==> config.mk <==
export PLATFORM = sky130hd
export DESIGN_NAME = joystick_conditioner
export DESIGN_NICKNAME = d
export VERILOG_FILES = /design/src/rtl/joystick_pkg.sv /design/src/rtl/joystick_conditioner_debounce_bit.sv /design/src/rtl/joystick_conditioner.sv
export SDC_FILE = /design/constraint.sdc
export NUM_CORES = 1
export LEC_CHECK = 0
export ABC_AREA = 1
export BUFFER_PORTS_ARGS = -buffer_cell sky130_fd_sc_hd__buf_4
export CORE_MARGIN = 10
export CORE_UTILIZATION = 30
export DETAILED_ROUTE_END_ITERATION = 7
export SYNTH_ARGS = -nofsm -noshare
export SYNTH_HDL_FRONTEND = slang
export SYNTH_SLANG_ARGS = --single-unit
==> constraint.sdc <==
create_clock -name clk -period 2.2 [get_ports clk]
set_clock_uncertainty 0.05 [all_clocks]
set_input_delay 0.22 -clock clk [delete_from_list [all_inputs] [get_ports clk]]
set_output_delay 0.22 -clock clk [all_outputs]
set_load 0.03 [all_outputs]
==> src/rtl/joystick_pkg.sv <==
// joystick_pkg: shared joystick bit positions, vector type and direction resolution
package joystick_pkg;
    localparam int JOY_W = 5;
    localparam int JOY_FIRE = 0;
    localparam int JOY_LEFT = 1;
    localparam int JOY_RIGHT = 2;
    localparam int JOY_DOWN = 3;
    localparam int JOY_UP = 4;
    typedef logic [0:JOY_W-1] joy_t;
    // Opposing directions cancel each other; fire passes through untouched.
    function automatic joy_t resolve(input joy_t v);
        joy_t r;
        r = v;
        r[JOY_UP] = v[JOY_UP] & ~v[JOY_DOWN];
        r[JOY_DOWN] = v[JOY_DOWN] & ~v[JOY_UP];
        r[JOY_LEFT] = v[JOY_LEFT] & ~v[JOY_RIGHT];
        r[JOY_RIGHT] = v[JOY_RIGHT] & ~v[JOY_LEFT];
        return r;
    endfunction
endpackage

==> src/rtl/joystick_conditioner_debounce_bit.sv <==
// debounce_bit: 2-FF synchroniser plus tick-counted debounce of one active-low pin
module debounce_bit #(
    parameter int DEBOUNCE_US = 2000
) (
    input  logic clk,
    input  logic reset_n,
    input  logic tick,
    input  logic raw_n,
    output logic d
);
    localparam int CW = $clog2(DEBOUNCE_US + 1);
    logic [1:0] sync;
    logic [CW-1:0] c;
    logic s;
    assign s = ~sync[1];
    always_ff @(posedge clk or negedge reset_n) begin
        if (!reset_n) begin
            sync <= 2'b11;
            c <= '0;
            d <= 1'b0;
        end else begin
            sync <= {sync[0], raw_n};
            if (s == d) begin
                c <= '0;
            end else if (tick) begin
                if (c == CW'(DEBOUNCE_US - 1)) begin
                    d <= s;
                    c <= '0;
                end else begin
                    c <= c + 1'b1;
                end
            end
        end
    end
endmodule

==> src/rtl/joystick_conditioner.sv <==
// joystick_conditioner: debounce, direction resolution, autofire and port swap
// for the two DB9 joystick ports feeding the mainboard.
module joystick_conditioner
    import joystick_pkg::*;
#(
    parameter int CLK_HZ = 108000000,
    parameter int DEBOUNCE_US = 2000,
    parameter int AUTOFIRE_HZ = 10
) (
    input  logic             clk,
    input  logic             reset_n,
    input  logic [0:JOY_W-1] fa_n,
    input  logic [0:JOY_W-1] fb_n,
    input  logic [1:0]       autofire_en,
    input  logic             swap,
    output joy_t             joy1,
    output joy_t             joy2
);
    localparam int TICK_DIV = (CLK_HZ / 1000000 < 1) ? 1 : CLK_HZ / 1000000;
    localparam int TW = (TICK_DIV > 1) ? $clog2(TICK_DIV) : 1;
    localparam int HP = (CLK_HZ / (2 * AUTOFIRE_HZ) < 1) ? 1 : CLK_HZ / (2 * AUTOFIRE_HZ);
    localparam int HW = (HP > 1) ? $clog2(HP) : 1;

    logic [TW-1:0] tick_cnt;
    logic tick;
    logic [0:JOY_W-1] raw_n [2];
    joy_t db [2];
    joy_t res [2];

    assign tick = tick_cnt == TW'(TICK_DIV - 1);
    assign raw_n[0] = fa_n;
    assign raw_n[1] = fb_n;

    always_ff @(posedge clk or negedge reset_n) begin
        if (!reset_n) tick_cnt <= '0;
        else tick_cnt <= tick ? '0 : tick_cnt + 1'b1;
    end

    for (genvar i = 0; i < 2; i++) begin : g_port
        for (genvar j = 0; j < JOY_W; j++) begin : g_bit
            debounce_bit #(.DEBOUNCE_US(DEBOUNCE_US)) u_db (
                .clk(clk),
                .reset_n(reset_n),
                .tick(tick),
                .raw_n(raw_n[i][j]),
                .d(db[i][j])
            );
        end
        logic [HW-1:0] af_cnt;
        logic fire, fire_q, ph_q, ph, wrap;
        joy_t rv;
        assign fire = db[i][JOY_FIRE];
        // The press cycle itself counts as the first high cycle, so a shot is immediate.
        assign ph = (fire & ~fire_q) | ph_q;
        assign wrap = af_cnt == HW'(HP - 1);
        assign rv = resolve(db[i]);
        assign res[i] = {fire & (autofire_en[i] ? ph : 1'b1), rv[JOY_LEFT:JOY_UP]};
        always_ff @(posedge clk or negedge reset_n) begin
            if (!reset_n) begin
                af_cnt <= '0;
                fire_q <= 1'b0;
                ph_q <= 1'b0;
            end else begin
                fire_q <= fire;
                af_cnt <= (!fire || wrap) ? '0 : af_cnt + 1'b1;
                ph_q <= fire & (wrap ? ~ph : ph);
            end
        end
    end

    always_ff @(posedge clk or negedge reset_n) begin
        if (!reset_n) begin
            joy1 <= '0;
            joy2 <= '0;
        end else begin
            joy1 <= swap ? res[1] : res[0];
            joy2 <= swap ? res[0] : res[1];
        end
    end
endmodule

### Word-level counts from Yosys, hierarchy flattened

Index checks and enable logic that the tools add are counted.

* register bits: 207
* logic and storage cells: 186
* output and inout port bits: 10
* input bits: 15

* $add $sub $neg: 13
* equal/unequal tests: 23
* multiplexer cells: 39
* reduce and logical (&&, ||, !) cells: 24
* bitwise logic cells: 48

Operator list (count)
* $mux 11: 30
* $add 11x1->11 const B: 10
* $eq 11x11->1 const B: 10
* $add 23x1->23 const B: 2
* $eq 23x23->1 const B: 2
* $mux 23: 2
* $not 1->1: 32
* $reduce_and 3->1: 10
* $reduce_bool 2->1: 10
* $and 1x1->1: 14
* $eq 1x1->1: 10
* $mux 5: 2
* $add 7x1->7 const B: 1
* $eq 7x7->1 const B: 1
* $mux 7: 1
* $mux 1: 4
* $logic_not 1->1: 2
* $logic_or 1x1->1: 2
* $or 1x1->1: 2

### Longest topological paths before layout

* depth after elaboration: 6
* gate-level depth with buffers: 10
* depth with buffers taken out: 9

### By module

Synthesis repeated with hierarchy kept, for this count alone.

* cell total of the unflattened synthesis: 1432
* area total of the unflattened synthesis: 12359.4 um^2

By module, submodules not included
* debounce_bit: area an instance 863.3 um^2, cells each 93, seq. area each 352.8 um^2, times used 10
* joystick_conditioner: area an instance 3726.1 um^2, cells each 502, seq. area each 1676.6 um^2, times used 1

### Worst setup path before layout

OpenSTA, ideal clock, no wires.

* path kind: reg-to-reg
* start: register g_port[0].g_bit[2].u_db.c[0]
* end: register g_port[0].g_bit[2].u_db.c[9]
* buffers on the path: 1
* arrival: 1.429 ns
* path slack: 0.598 ns
* data required time: 2.027 ns
* library setup time: 0.123 ns
* period minus slack after synthesis: 1.602 ns
* stages on the path, launching flop included: 10
* cells stage by stage: dfrtp_1 > ha_1 > buf_2 > nand2_1 > nor2_1 > nand3_1 > nand2_1 > inv_1 > o21ai_0 > nand2_1

* word-level cells in the longest chain between the ends: 4
* elaborated cells between the ends (all ways): 5
* classes of those cells: add/sub (1); eq/ne (1); mux (3)

Ends and longest elaborated chain
* start: declaration: RTL line joystick_conditioner_debounce_bit.sv:13 `logic [CW-1:0] c;`
* start signal: assignment: RTL line joystick_conditioner_debounce_bit.sv:30 `c <= c + 1'b1;`
* $add 11x1->11 or $eq 11x11->1 (tied branches): RTL line joystick_conditioner_debounce_bit.sv:30, joystick_conditioner_debounce_bit.sv:26
* $mux 11 *: RTL line joystick_conditioner_debounce_bit.sv:26 `if (c == CW'(DEBOUNCE_US - 1)) begin`
* $mux 11 *: RTL line joystick_conditioner_debounce_bit.sv:25 `end else if (tick) begin`
* $mux 11 *: RTL line joystick_conditioner_debounce_bit.sv:23 `if (s == d) begin`

Every way passes the cells marked *; elsewhere a longest branch is shown, timed or not. The select of a mux whose other input is x is not followed.
A chain may end at the register's enable or synchronous reset.

### Final worst setup path

* start: register tick_cnt[0]
* end: register g_port[1].g_bit[2].u_db.c[8]

* word-level cells in the longest chain between the ends: 2

Ends and longest elaborated chain
* start: declaration: RTL line joystick_conditioner.sv:24 `logic [TW-1:0] tick_cnt;`
* start signal: assignment: RTL line joystick_conditioner.sv:36 `else tick_cnt <= tick ? '0 : tick_cnt + 1'b1;`
* $eq 7x7->1: RTL line joystick_conditioner.sv:30 `assign tick = tick_cnt == TW'(TICK_DIV - 1);`
* $reduce_bool 2->1 (no line)
* end signal: assignment: RTL line joystick_conditioner_debounce_bit.sv:30
* end: declaration: RTL line joystick_conditioner_debounce_bit.sv:13

Every way passes these cells.

==> impl_results.md <==
- Outcome: completed
- Number of setup violations in the final report: 0
- Post-CTS setup buffers: 0
- Vias: 9212
- Height of the die: 211 um
- Synth Warn #: 0
- Clock Tree Buf Depth: 3
- Fillers: 3697
- GRT Total Usage: 10.6%
- CTS tree: done
- Highest Signal Layer: met4
- Endpoint class of the critical path: flip-flop
- Most frequent cells in the layout: nand2_1 (420), nor2_1 (225), dfrtp_1 (187)
- Cells after Synth: 1450
- Sequential area share after synthesis: 47.4%
- Finished Layout Cells: 1998
- Placed insts: 1938
- Worst EP required: 2600 ps
- CTS root buf: clkbuf_16
- Layout cells sized above 1: 8.30%
- Clk sinks: 207
- Routed len/inst: 11.7 um
- Vias per cell: 4.61
- Slew @ Worst Pin: 542 ps
- Global-route wire length before repair: 41100 um
- Met3 wire length: 820 um
- M1 wire length: 11600 um
- Final ANT Viol Nets: 0
- Pleak: 5.56 nW
- # rows: 70
- Largest net degree at the start of global routing: 71
- Die X: 211 um
- H-tree levels: 1
- Routability cong.: 0.855
- Crit Path Class: reg2reg
- Hold Vio Cnt, Final: 0
- Antenna diode count: 0
- Full die area: 0.0446 mm2
- I/O Buffers: 24
- Pwr dens: 675 mW/mm2
- Delay-heaviest family, CP: simple AND/OR/NAND/NOR gates
- Worst skew pair latency: 520 ps
- Slowest CP cell: nor2_1
- DR DRC count: 0
- Switch Pwr: 1.82 mW
- Hold Path Sink: joy2[0]
- Slew HR: 63.6%
- Crit share post-route: 89.5%
- Min cycle time layout: 1970 ps
- Layout area overhead: 17.2%
- Total Neg Setup Slack: 0 ps
- Unrepaired setup endpoints after global routing: no
- Slowest cell delay on critical path: 420 ps
- Met2 wire len: 10400 um
- RR Endpoint: g_port[1].g_bit[2].u_db.c[8]
- Crit path from: tick_cnt[0]
- Part of the power in combinational logic: 2.5%
- HPWL after DPL: 16800 um
- Cell Chain, Critical Path: ha_1 -> inv_1 -> nor2_2 -> nand3_4 -> inv_6 -> nor2_1 -> nand2_1 -> a21oi_1
- Starting Density: 30.2%
- Max VDD drop: 0.000572 V
- CP bufs+invs: 2
- Worst r2r src: tick_cnt[0]
- CP Max Fanout: 19
- Internal Pwr Total: 6.88 mW
- Synth Net Count: 1478
- Sw Ratio: 20.9%
- Most common cell after layout, fill and taps aside: nand2_1
- IO Pins: 25
- Total routed wirelength: 23300 um
- R2r setup slk: 230 ps
- Worst r2r path cells: 8
- Worst hold stages: 2
- #FFs+latches synth: 207
- Net count reported at finish: 1539
- Router iterations before antenna repair: 5
- GRT overflow: 0
- Core area: 0.0363 mm2
- Initial antenna violation count: 0
- Max_cap viols: 0
- DRT iter0 DRCs: 516
- HP Start: swap
- Hold Crit Class: in2reg
- Post-Syn Area: 0.0110 mm2
- Reg power frac: 44.4%
- Slew Viols, Final: 0
- Mapped Avg Cell Area: 7.57 um2
- Clock transition at path regs: 60 ps
- Library cells used by synthesis: 33
- CTS Buf Count: 25
- CP Launch Type: flip-flop
- Vias in the first global route: 8841
- Clock power share: 53.0%
- CP arrival: 2370 ps
- Max Fclk: 0.508 GHz
==> cell type report <==
class / instances / area (um2) / area share (%)
multi-input combinational: 1062 / 5060 / 39.4
sequential: 207 / 5200 / 40.4
tap: 468 / 586 / 4.55
timing repair buffer: 49 / 448 / 3.48
clock buffer: 32 / 702 / 5.45
clock inverter: 14 / 235 / 1.83
inverter: 166 / 628 / 4.88
==> flip-flops by register name, indices dropped and copies added (netlist names), 5 cells and up <==
signal	count
g_port.af_cnt	46
g_port.g_bit.u_db.c	110
g_port.g_bit.u_db.d	10
g_port.g_bit.u_db.sync	20
joy1	5
joy2	5
tick_cnt	7
==> kinds of logic (layout without fill, tap and decap cells) <==
group | count (synthesis) | count (layout) | synth area share [%]
AO/OA/AOI/OAI | 126 | 126 | 6.42
buffers and inverters | 181 | 261 | 6.55
XOR/XNOR | 70 | 70 | 5.58
adder cells (fa/ha/maj) | 13 | 13 | 1.48
flip-flops | 207 | 207 | 47.4
AND/OR/NAND/NOR | 853 | 853 | 32.6
==> power by group through the flow <==
| stage | Sequential (mW) | Clock (mW) | Combinational [mW] |
|---|---|---|---|
| after floorplan | 3.93 | 0 | 0.0531 |
| after global placement | 3.93 | 0 | 0.209 |
| after detailed placement | 3.93 | 0 | 0.210 |
| after CTS | 3.86 | 4.73 | 0.231 |
| after global routing | 3.86 | 4.90 | 0.254 |
| final | 3.86 | 4.61 | 0.220 |
==> synthesized netlist by cell type <==
master    count  area [um2]
nand2_1     420        1580
nor2_4        3        33.8
xor2_1       54         473
nand2_4       2        22.5
a21oi_1      28         140
o21ai_0      47         235
o21bai_1      9        67.6
clkbuf_1      5        18.8
nand2b_1      5        31.3
dfrtp_1     187        4680
xnor2_1      16         140
o22ai_1      27         169
buf_4         5        37.5
o21ai_1       8        40.0
inv_4         1        6.26
nand3_1     125         626
nor4_1        1        6.26
a21o_1        2        15.0
inv_1       159         597
inv_2         6        22.5
o31ai_1       5        37.5
nor2_2        5        31.3
nand4_1      30         188
ha_1         13         163
dfstp_2      20         526
buf_6         2        22.5
nor3_1       24         120
nor2_1      225         845
nand2_2       6        37.5
or2_2         4        25.0
nand3_4       1        17.5
buf_2         3        15.0
nand3b_1      2        15.0
==> metal layers <==
metal,GRT usage (%),up-vias
met4,2.95,0
met1,14.7,4304
met5,0,-
met2,16.8,121
li1,-,4752
met3,1.61,35
==> per-stage QoR <==
step                worst slack [ps]  utilization (%)  hold WS, ps  total power [mW]  instance area [um2]
CTS                              180             35.4         17.9              8.83                12900
detailed placement               195             32.4          188              4.14                11800
global route                    1.47             35.4         40.1              9.02                12900
global placement                 249             32.4          184              4.14                11800
floorplan                        598                -         -126              3.99                11000
finish                           232             35.4         27.5              8.69                12900
==> repair_timing <==
item | CTS | global route
hold endpoints to repair | 75 | 0
resized for setup | 0 | 3
endpoints found under the setup margin | 0 | 20
hold buffers | 14 | 0
==> worst max-delay path by stage <==
| stage | endpoint | slack, ps | cells past startpoint |
|---|---|---|---|
| 2_1_floorplan | g_port[0].g_bit[2].u_db.c[9] | 600 | 9 |
| 3_5_place_dp | g_port[1].af_cnt[18] | 190 | 8 |
| 4_1_cts | g_port[1].af_cnt[18] | 180 | 8 |
| 3_3_place_gp | g_port[1].g_bit[0].u_db.c[10] | 250 | 9 |
| 6_report | g_port[1].g_bit[2].u_db.c[8] | 230 | 8 |
| 5_1_grt | g_port[1].g_bit[2].u_db.c[8] | 1 | 8 |
(Power assumes the default switching activity.)
